$ cat src/rtl/pusch_pingpong_ctrl.sv
// Ping-pong bank controller between the PUSCH modulation mapper (writer)
// and the transform-precoding FFT (reader). Tracks which bank each side
// owns, whether each bank holds a complete symbol, issues FFT read bursts
// and counts symbols per slot. One instance serves both the real and the
// imaginary sample memories.
module pusch_pingpong_ctrl #(
  parameter int unsigned MEM_DEPTH    = 1200,
  parameter int unsigned ADDR_WIDTH   = 11,
  parameter int unsigned SYM_PER_SLOT = 12
) (
  input  logic                  clk,
  input  logic                  reset,
  input  logic                  enable,
  input  logic                  wr_done,
  input  logic [ADDR_WIDTH-1:0] wr_len,
  input  logic                  rd_ready,
  input  logic                  rd_finish,
  output logic                  wr_bank,
  output logic                  wr_allow,
  output logic                  rd_bank,
  output logic                  rd_en,
  output logic [ADDR_WIDTH-1:0] rd_addr,
  output logic                  rd_start,
  output logic                  rd_last,
  output logic [1:0]            bank_full,
  output logic [3:0]            sym_count,
  output logic                  slot_done,
  output logic                  overflow
);

  typedef enum logic [1:0] {
    ST_IDLE   = 2'd0,
    ST_STREAM = 2'd1,
    ST_DRAIN  = 2'd2
  } state_t;

  state_t                state_q;
  state_t                state_d;

  // Stored symbol length per bank, already clamped to MEM_DEPTH.
  logic [ADDR_WIDTH-1:0] len_q [0:1];
  logic [ADDR_WIDTH-1:0] len_sel;
  logic [ADDR_WIDTH-1:0] len_clamped;
  logic [ADDR_WIDTH-1:0] addr_inc;
  logic [ADDR_WIDTH-1:0] last_addr;

  logic                  wr_accept;
  logic                  wr_reject;
  logic                  release_bank;
  logic                  burst_go;
  logic                  sym_wrap;

  logic                  rd_en_d;
  logic [ADDR_WIDTH-1:0] rd_addr_d;
  logic                  rd_start_d;
  logic                  rd_last_d;
  logic [1:0]            bank_full_d;

  // Mapper may write whenever the bank it currently points at is empty.
  assign wr_allow     = enable & ~bank_full[wr_bank];

  // A zero-length symbol is never a valid fill; it is flagged like a
  // rejected write rather than marking an empty bank as full.
  assign wr_accept    = wr_done & wr_allow & (wr_len != '0);
  assign wr_reject    = wr_done & ~wr_accept;

  // Release only happens from DRAIN; rd_finish elsewhere is ignored.
  assign release_bank = (state_q == ST_DRAIN) & rd_finish;

  assign burst_go     = enable & rd_ready & bank_full[rd_bank];
  assign sym_wrap     = (sym_count == 4'(SYM_PER_SLOT - 1));

  assign len_sel      = len_q[rd_bank];
  assign addr_inc     = rd_addr + ADDR_WIDTH'(1);
  assign last_addr    = len_sel - ADDR_WIDTH'(1);

  // Clamp oversize symbols to the bank depth. The clamp branch is only
  // taken when MEM_DEPTH is representable in ADDR_WIDTH bits.
  always_comb begin
    len_clamped = wr_len;
    if (32'(wr_len) > MEM_DEPTH) begin
      len_clamped = ADDR_WIDTH'(MEM_DEPTH);
    end
  end

  // Next-state and next-beat logic for the read burst FSM.
  always_comb begin
    state_d    = state_q;
    rd_en_d    = 1'b0;
    rd_addr_d  = '0;
    rd_start_d = 1'b0;
    rd_last_d  = 1'b0;
    unique case (state_q)
      ST_IDLE: begin
        if (burst_go) begin
          state_d    = ST_STREAM;
          rd_en_d    = 1'b1;
          rd_start_d = 1'b1;
          rd_last_d  = (len_sel == ADDR_WIDTH'(1));
        end
      end
      ST_STREAM: begin
        // rd_last marks the beat currently on the outputs; once it has
        // been presented the burst is over and the bank waits for the FFT.
        if (rd_last) begin
          state_d = ST_DRAIN;
        end else begin
          rd_en_d   = 1'b1;
          rd_addr_d = addr_inc;
          rd_last_d = (addr_inc == last_addr);
        end
      end
      ST_DRAIN: begin
        if (rd_finish) begin
          state_d = ST_IDLE;
        end
      end
      default: begin
        state_d = ST_IDLE;
      end
    endcase
  end

  // Full-flag update: a write fill and a read release can land in the
  // same cycle; they always refer to different banks because the write
  // bank must be empty and the read bank must be full.
  always_comb begin
    bank_full_d = bank_full;
    if (wr_accept) begin
      bank_full_d[wr_bank] = 1'b1;
    end
    if (release_bank) begin
      bank_full_d[rd_bank] = 1'b0;
    end
  end

  // FSM state register and registered read-port outputs.
  always_ff @(posedge clk or negedge reset) begin
    if (!reset) begin
      state_q  <= ST_IDLE;
      rd_en    <= 1'b0;
      rd_addr  <= '0;
      rd_start <= 1'b0;
      rd_last  <= 1'b0;
    end else begin
      state_q  <= state_d;
      rd_en    <= rd_en_d;
      rd_addr  <= rd_addr_d;
      rd_start <= rd_start_d;
      rd_last  <= rd_last_d;
    end
  end

  // Bank ownership, fill flags, stored lengths and the sticky overflow.
  always_ff @(posedge clk or negedge reset) begin
    if (!reset) begin
      wr_bank   <= 1'b0;
      rd_bank   <= 1'b0;
      bank_full <= '0;
      len_q[0]  <= '0;
      len_q[1]  <= '0;
      overflow  <= 1'b0;
    end else begin
      bank_full <= bank_full_d;
      if (wr_accept) begin
        len_q[wr_bank] <= len_clamped;
        wr_bank        <= ~wr_bank;
      end
      if (release_bank) begin
        rd_bank <= ~rd_bank;
      end
      if (wr_reject) begin
        overflow <= 1'b1;
      end
    end
  end

  // Per-slot symbol counter with a one-cycle slot_done on wrap.
  always_ff @(posedge clk or negedge reset) begin
    if (!reset) begin
      sym_count <= '0;
      slot_done <= 1'b0;
    end else begin
      slot_done <= 1'b0;
      if (release_bank) begin
        if (sym_wrap) begin
          sym_count <= '0;
          slot_done <= 1'b1;
        end else begin
          sym_count <= sym_count + 4'd1;
        end
      end
    end
  end

endmodule

$ cat config.mk
export PLATFORM = sky130hd
export DESIGN_NAME = pusch_pingpong_ctrl
export DESIGN_NICKNAME = d
export VERILOG_FILES = /design/src/rtl/pusch_pingpong_ctrl.sv
export SDC_FILE = /design/constraint.sdc
export NUM_CORES = 1
export LEC_CHECK = 0
export CAP_MARGIN = 10
export CORE_UTILIZATION = 55
export CTS_BUF_LIST = sky130_fd_sc_hd__clkbuf_4 sky130_fd_sc_hd__clkbuf_8
export CTS_CLUSTER_SIZE = 16
export DETAILED_ROUTE_END_ITERATION = 8
export GPL_ROUTABILITY_DRIVEN = 1
export PLACE_DENSITY_LB_ADDON = 0.2
export SLEW_MARGIN = 40
export SYNTH_ARGS = -nofsm -noshare
export SYNTH_HDL_FRONTEND = slang
export SYNTH_SLANG_ARGS = --single-unit
$ cat constraint.sdc
create_clock -name clk -period 3.85 [get_ports clk]
set_input_delay 0.9625 -clock clk [delete_from_list [all_inputs] [get_ports clk]]
set_output_delay 0.9625 -clock clk [all_outputs]
set_load 0.01 [all_outputs]
==> results of run 1 <==
-- worst max-delay path by stage --
stage | startpoint | end | slack (ns) | cells after the start
finish | enable | wr_allow | 0.74 | 3
global route | enable | wr_allow | 0.70 | 3
floorplan | wr_len[1] | len_q[20]$_DFFE_PN0P_ | 1.27 | 7
global placement | wr_len[10] | len_q[21]$_DFFE_PN0P_ | 0.55 | 5
CTS | enable | wr_allow | 0.74 | 3
detailed placement | wr_len[1] | len_q[10]$_DFFE_PN0P_ | 0.71 | 6
-- layout make-up --
| class | instances | area share [%] |
|---|---|---|
| repair buffers | 42 | 12.93 |
| inverters | 6 | 0.7009 |
| well taps | 67 | 2.609 |
| multi-input cells | 189 | 43.30 |
| clock inverters | 1 | 0.9346 |
| clock buffers | 5 | 2.142 |
| flip-flops and latches | 48 | 37.38 |
-- sequential cells by signal, summed over array words and instances, names as in the netlist, 2 cells and up --
signal / flops
bank_full: 2
len_q: 22
rd_addr: 11
state_q: 2
sym_count: 4
-- layer usage --
layer | track usage (%) | share of wire, %
met3 | 4.219 | 2.6
met1 | 31.37 | 50
met2 | 34.28 | 46
met5 | 0 | 0
met4 | 6.100 | 1.4
-- power by group --
part | switching [W] | total, W | internal, W | leakage, nW
sequential | 0.000192 | 0.000853 | 0.000662 | 0.597
clock | 0.000162 | 0.000348 | 0.000187 | 0.0501
combinational | 0.000384 | 0.000863 | 0.000479 | 0.724
total | 0.000738 | 0.00206 | 0.00133 | 1.37
-- critical path: cells and delay by family --
family	cells	cell delay, ns
buffers and inverters	2	1.04
AND/OR/NAND/NOR	1	0.14
-- metrics by stage --
stage               std cells  power (W)  setup WS, ns  hold slack (ns)
floorplan                 253   0.001464         1.273           0.4611
global route              358   0.002213        0.7028           0.5012
CTS                       358   0.002079        0.7406           0.4966
finish                    358   0.002065        0.7384           0.4835
global placement          352   0.001701        0.5468           0.4747
detailed placement        352   0.001729        0.7105           0.4775
-- Yosys cell counts, types with 2 or more instances --
library cell / count
dfrtp_1: 48
nor2_1: 32
xnor2_1: 21
mux2_2: 17
nand2_1: 13
mux2i_1: 11
a21oi_1: 10
nor3_1: 9
nor2b_1: 8
xor2_1: 7
inv_1: 6
nor3b_1: 5
buf_2: 4
buf_6: 4
ha_1: 4
nand3_1: 4
nor4_1: 4
and2_1: 3
nand4_1: 3
o22ai_1: 3
a21o_1: 2
and3_1: 2
clkbuf_1: 2
nor4b_1: 2
nor4b_2: 2
o21ai_0: 2
o22a_1: 2
or3b_2: 2
or4_1: 2
xnor3_1: 2
-- cells by family (layout without fill, tap and decap cells) --
| family | count (synthesis) | after routing |
|---|---|---|
| AO/OA/AOI/OAI | 29 | 29 |
| XOR/XNOR | 30 | 30 |
| adder cells (fa/ha/maj) | 4 | 4 |
| buffers and inverters | 16 | 54 |
| flip-flops | 48 | 48 |
| multiplexers | 30 | 30 |
| AND/OR/NAND/NOR | 96 | 96 |
-- placed cells by master (no fill, tap or decap), types with 5 or more instances in the layout --
cell,netlist,routed
dfrtp_1,48,48
clkdlybuf4s50_1,0,40
nor2_1,32,32
xnor2_1,21,21
mux2_2,17,17
nand2_1,13,13
mux2i_1,11,11
a21oi_1,10,10
nor3_1,9,9
xor2_1,7,7
nor2b_1,8,7
inv_1,6,6
nor3b_1,5,5
clkbuf_8,0,5
==> flow_metrics.tcl, run 1 <==
set metrics [dict create \
    synth-compound-area-share_pct 7.735 \
    synth_top_cell_area_share_pct 44.73 \
    synthCells 253 \
    grt_overflow 0 \
    cts_max_level 2 \
    fin_crit_ns 3.112 \
    synth-adder-area-share_pct 1.864 \
    grt_pass1_wl_mm 8.783 \
    first_pass_iters 4 \
    cts.path.max_buffers 2 \
    die_h_um 71.87 \
    routedWlPerCell_um 13.97 \
    drt_wl_total_mm 5.001 \
    multiInputGateArea_um2 1391 \
    synthFlopType "dfrtp_1" \
    slew_viol_final 0 \
    finalSetupViolCount 0 \
    synthMuxAreaShare_pct 12.16 \
    ant_nets 0 \
    hold_start "overflow$_DFFE_PN0P_" \
    synth_top_family_by_area "simple AND/OR/NAND/NOR gates" \
    seq_area_um2 1201 \
    synth-simple-area-share_pct 19.15 \
    post_cts_buffers 0 \
    ys_async_sr_fraction_pct 100.0 \
    outcome "finished clean" \
    synthTopCellsByArea "dfrtp_1 (45%), mux2_2 (7.1%), xnor2_1 (6.8%), nor2_1 (4.5%), mux2i_1 (4.1%)" \
    r2r_end "rd_last$_DFF_PN0_" \
    place_area_um2 3114 \
    root_buffer "clkbuf_8" \
    worstPathMaxFanout 3 \
    hold_class "flip-flop to flip-flop" \
    start_kind "input pin" \
    vias_per_cell 5.425 \
    rrSetupSlack_ns 1.19 \
    crit_type "input pin to primary output" \
    synth_edf_count 0 \
    drv_cap 0 \
    n_fill_cell 378 \
    syn-cell-area_um2 2685 \
    grt_start_max_net_pins 49 \
    syn_to_final_growth_pct 19.66 \
    ios 42 \
    gp_congestion 0.8598 \
    core-area_um2 4723 \
    clkTransAtPathRegs_ns 0.08 \
    grt_use_total_pct 21.92 \
    cpMostUsedCell "clkdlybuf4s50_1" \
    synth-xor-area-share_pct 10.81 \
    vias 1942 \
    cts_buffers 5 \
    powerDensity_nw_per_um2 642.6 \
    dp_hpwl_mm 3.711 \
    yosysSeqAreaShare_pct 44.73 \
    slowest_delay_ns 0.52 \
    n_antenna_cell 0 \
    crit_arrival_ns 2.15 \
    cp.required_ns 2.89 \
    vdd_drop_max_mv 0.3449 \
    cts-hold-fix-buffers 0 \
    floorplan.initialDensity_pct 56.85 \
    clkSinkCount 48 \
    finalSetupTns_ns 0 \
    insertion_delay_ns 0.30 \
    min_period_over_period_pct 80.82 \
    drc 0 \
    fin_area_um2 3213 \
    final_nets 313 \
    tightest_slew_ns 0.7680 \
    ys_ff_latch 48 \
    avgSynthCellArea_um2 10.61 \
    hold_end "overflow$_DFFE_PN0P_" \
    cp_slowest_cell "clkdlybuf4s50_1" \
    yosysTopAreaCell "dfrtp_1" \
    numPortBuffers 41 \
    finalHoldViolations 0 \
    worst_r2r_path_depth 7 \
    final_util_pct 68.03 \
    die_x_um 71.87 \
    yosysWarnings 0 \
    dieArea_um2 5165 \
    whs_path_depth 1 \
    worstSetupEndpointType "primary output" \
    cp_cell_sequence "clkdlybuf4s50_1 > and2_1 > clkdlybuf4s50_1" \
    rsz0062_at_grt "no" \
    grt_pass1_vias 1938 \
    max_freq_mhz 321.4 \
    r2r_start "rd_bank$_DFFE_PN0P_" \
    skew_ns 0.003745 \
    cts_tree "built" \
    drtIter0Drc 66 \
    synth_fp_nets 274 \
    cts-resized-gates 0 \
    num_rows 25 \
    p_leak_nw 1.371 \
    synth.distinct_cells 47 \
    max-slew-margin-rel_pct 48.80 \
    antenna_found_initial 0 \
    drive_gt1_share_pct 12.03 \
]
(Power assumes the default switching activity.)
==> run 2: changes to the inputs <==
--- a/config.mk
+++ b/config.mk
@@ -6,7 +6,7 @@
 export NUM_CORES = 1
 export LEC_CHECK = 0
 export CAP_MARGIN = 10
-export CORE_UTILIZATION = 55
+export CORE_UTILIZATION = 50
 export CTS_BUF_LIST = sky130_fd_sc_hd__clkbuf_4 sky130_fd_sc_hd__clkbuf_8
 export CTS_CLUSTER_SIZE = 16
 export DETAILED_ROUTE_END_ITERATION = 8
==> constraint.sdc (replaced) <==
create_clock -name clk -period 2.6 [get_ports clk]
set_input_delay 0.65 -clock clk [delete_from_list [all_inputs] [get_ports clk]]
set_output_delay 0.65 -clock clk [all_outputs]
set_load 0.01 [all_outputs]
==> flow_metrics.tcl, run 2 (synthesis gave the netlist of run 1 again) <==
set metrics [dict create \
    drive_gt1_share_pct 16.34 \
    worstPathMaxFanout 3 \
    powerDensity_nw_per_um2 969.9 \
    crit_arrival_ns 1.80 \
    outcome "finished clean" \
    met1_length_mm 2.568 \
    r2r_end "rd_last$_DFF_PN0_" \
    cts_tree "built" \
    seq_area_um2 1202 \
    final_util_pct 65.41 \
    die_h_um 75.28 \
    first_pass_iters 4 \
    syn_to_final_growth_pct 25.21 \
    n_antenna_cell 0 \
    ios 42 \
    fin_crit_ns 2.452 \
    insertion_delay_ns 0.31 \
    cp.required_ns 1.95 \
    grt_pass1_vias 1898 \
    drc 0 \
    vias 2010 \
    routedWlPerCell_um 14.26 \
    core-area_um2 5140 \
    reg_top3 "len_q: 22 flops, rd_addr: 11 flops, sym_count: 4 flops" \
    drv_cap 0 \
    drt_wl_total_mm 5.361 \
    die_x_um 75.28 \
    layout_common_cells "dfrtp_1 (47), clkdlybuf4s50_1 (40), nor2_1 (32)" \
    max-slew-margin-rel_pct 60.79 \
    worst_r2r_path_depth 7 \
    skew_ns 0.006628 \
    vias_per_cell 5.346 \
    grt_use_total_pct 21.70 \
    grt_pass1_wl_mm 8.963 \
    clkTransAtPathRegs_ns 0.09 \
    drtIter0Drc 63 \
    antenna_found_initial 0 \
    multiInputGateArea_um2 1389 \
    root_buffer "clkbuf_8" \
    slew_viol_final 0 \
    tightest_slew_ns 0.5881 \
    cts.path.max_buffers 2 \
    top_register "len_q" \
    finalSetupTns_ns 0 \
    met2_length_mm 2.470 \
    n_fill_cell 433 \
    vdd_drop_max_mv 0.4193 \
    finalHoldViolations 0 \
    final_nets 326 \
    min_period_over_period_pct 94.30 \
    ant_nets 0 \
    cts-hold-fix-buffers 0 \
    dp_hpwl_mm 4.069 \
    gp_congestion 0.7949 \
    highest_layer "met4" \
    cts_buffers 5 \
    wl_met3_um 188 \
    start_kind "input pin" \
    floorplan.initialDensity_pct 52.24 \
    finalSetupViolCount 0 \
    largest_register_ffs 22 \
    num_rows 26 \
    worstSetupEndpointType "primary output" \
    finalPower_w 0.003261 \
    p_leak_nw 1.456 \
    dieArea_um2 5667 \
    clkSinkCount 48 \
    rsz0062_at_grt "no" \
    rrSetupSlack_ns 0.26 \
    numPortBuffers 41 \
    final_common_cell "dfrtp_1" \
    cts_max_level 2 \
    grt_overflow 0 \
    max_freq_mhz 407.8 \
    crit_type "input pin to primary output" \
    hold_class "input pin to async pin" \
    r2r_start "rd_bank$_DFFE_PN0P_" \
    grt_start_max_net_pins 49 \
]
## run 2: timing repair
item | 4_1_cts | 5_1_grt
buffers inserted | 0 | 0
gates resized for setup | 0 | 1
hold endpoints to repair | 0 | 0
setup endpoints to repair | 0 | 1
## run 2: layout make-up
class	count	area share [%]
inverters	6	0.6699
flip-flops and latches	48	35.76
clock inverters	3	2.047
multi-input cells	189	41.31
clock buffers	5	2.047
repair buffers	55	15.56
well taps	70	2.605
## run 2: where the power goes
part	switching, W	internal (W)	total, W	leakage, nW
clock	0.000272	0.000387	0.000659	0.0687
combinational	0.000588	0.000749	0.00134	0.792
sequential	0.000285	0.000980	0.00126	0.596
## run 2: through the flow
stage | hold WS, ns | instance area, um^2 | setup slack [ns] | cells
5_1_grt | 0.4874 | 3362 | 0.05052 | 376
6_report | 0.4147 | 3362 | 0.1481 | 376
4_1_cts | 0.4335 | 3361 | 0.09624 | 376
3_5_place_dp | 0.4689 | 3223 | -0.06632 | 368
2_1_floorplan | 0.3544 | 2685 | 0.2004 | 253
3_3_place_gp | 0.4587 | 3223 | -0.05285 | 368
## run 2: worst max-delay path by stage
stage / startpoint / cells after the start / end / slack (ns)
global route: enable / 3 / wr_allow / 0.05
finish: enable / 3 / wr_allow / 0.15
floorplan: rd_bank$_DFFE_PN0P_ / 10 / rd_last$_DFF_PN0_ / 0.20
CTS: rd_bank$_DFFE_PN0P_ / 7 / rd_last$_DFF_PN0_ / 0.1
detailed placement: wr_len[1] / 7 / len_q[12]$_DFFE_PN0P_ / -0.07
global placement: wr_len[1] / 7 / len_q[17]$_DFFE_PN0P_ / -0.05
## run 2: metal layers
metal / vias to the layer above / global-route usage, %
li1: 994 / -
met1: 947 / 29.19
met2: 56 / 34.52
met3: 13 / 4.150
met4: 0 / 9.053
met5: - / 0
## run 2: critical path, stage by stage
cell	delay (ns)
clkdlybuf4s50_1	0.50
and2_1	0.13
clkdlybuf4s50_1	0.52
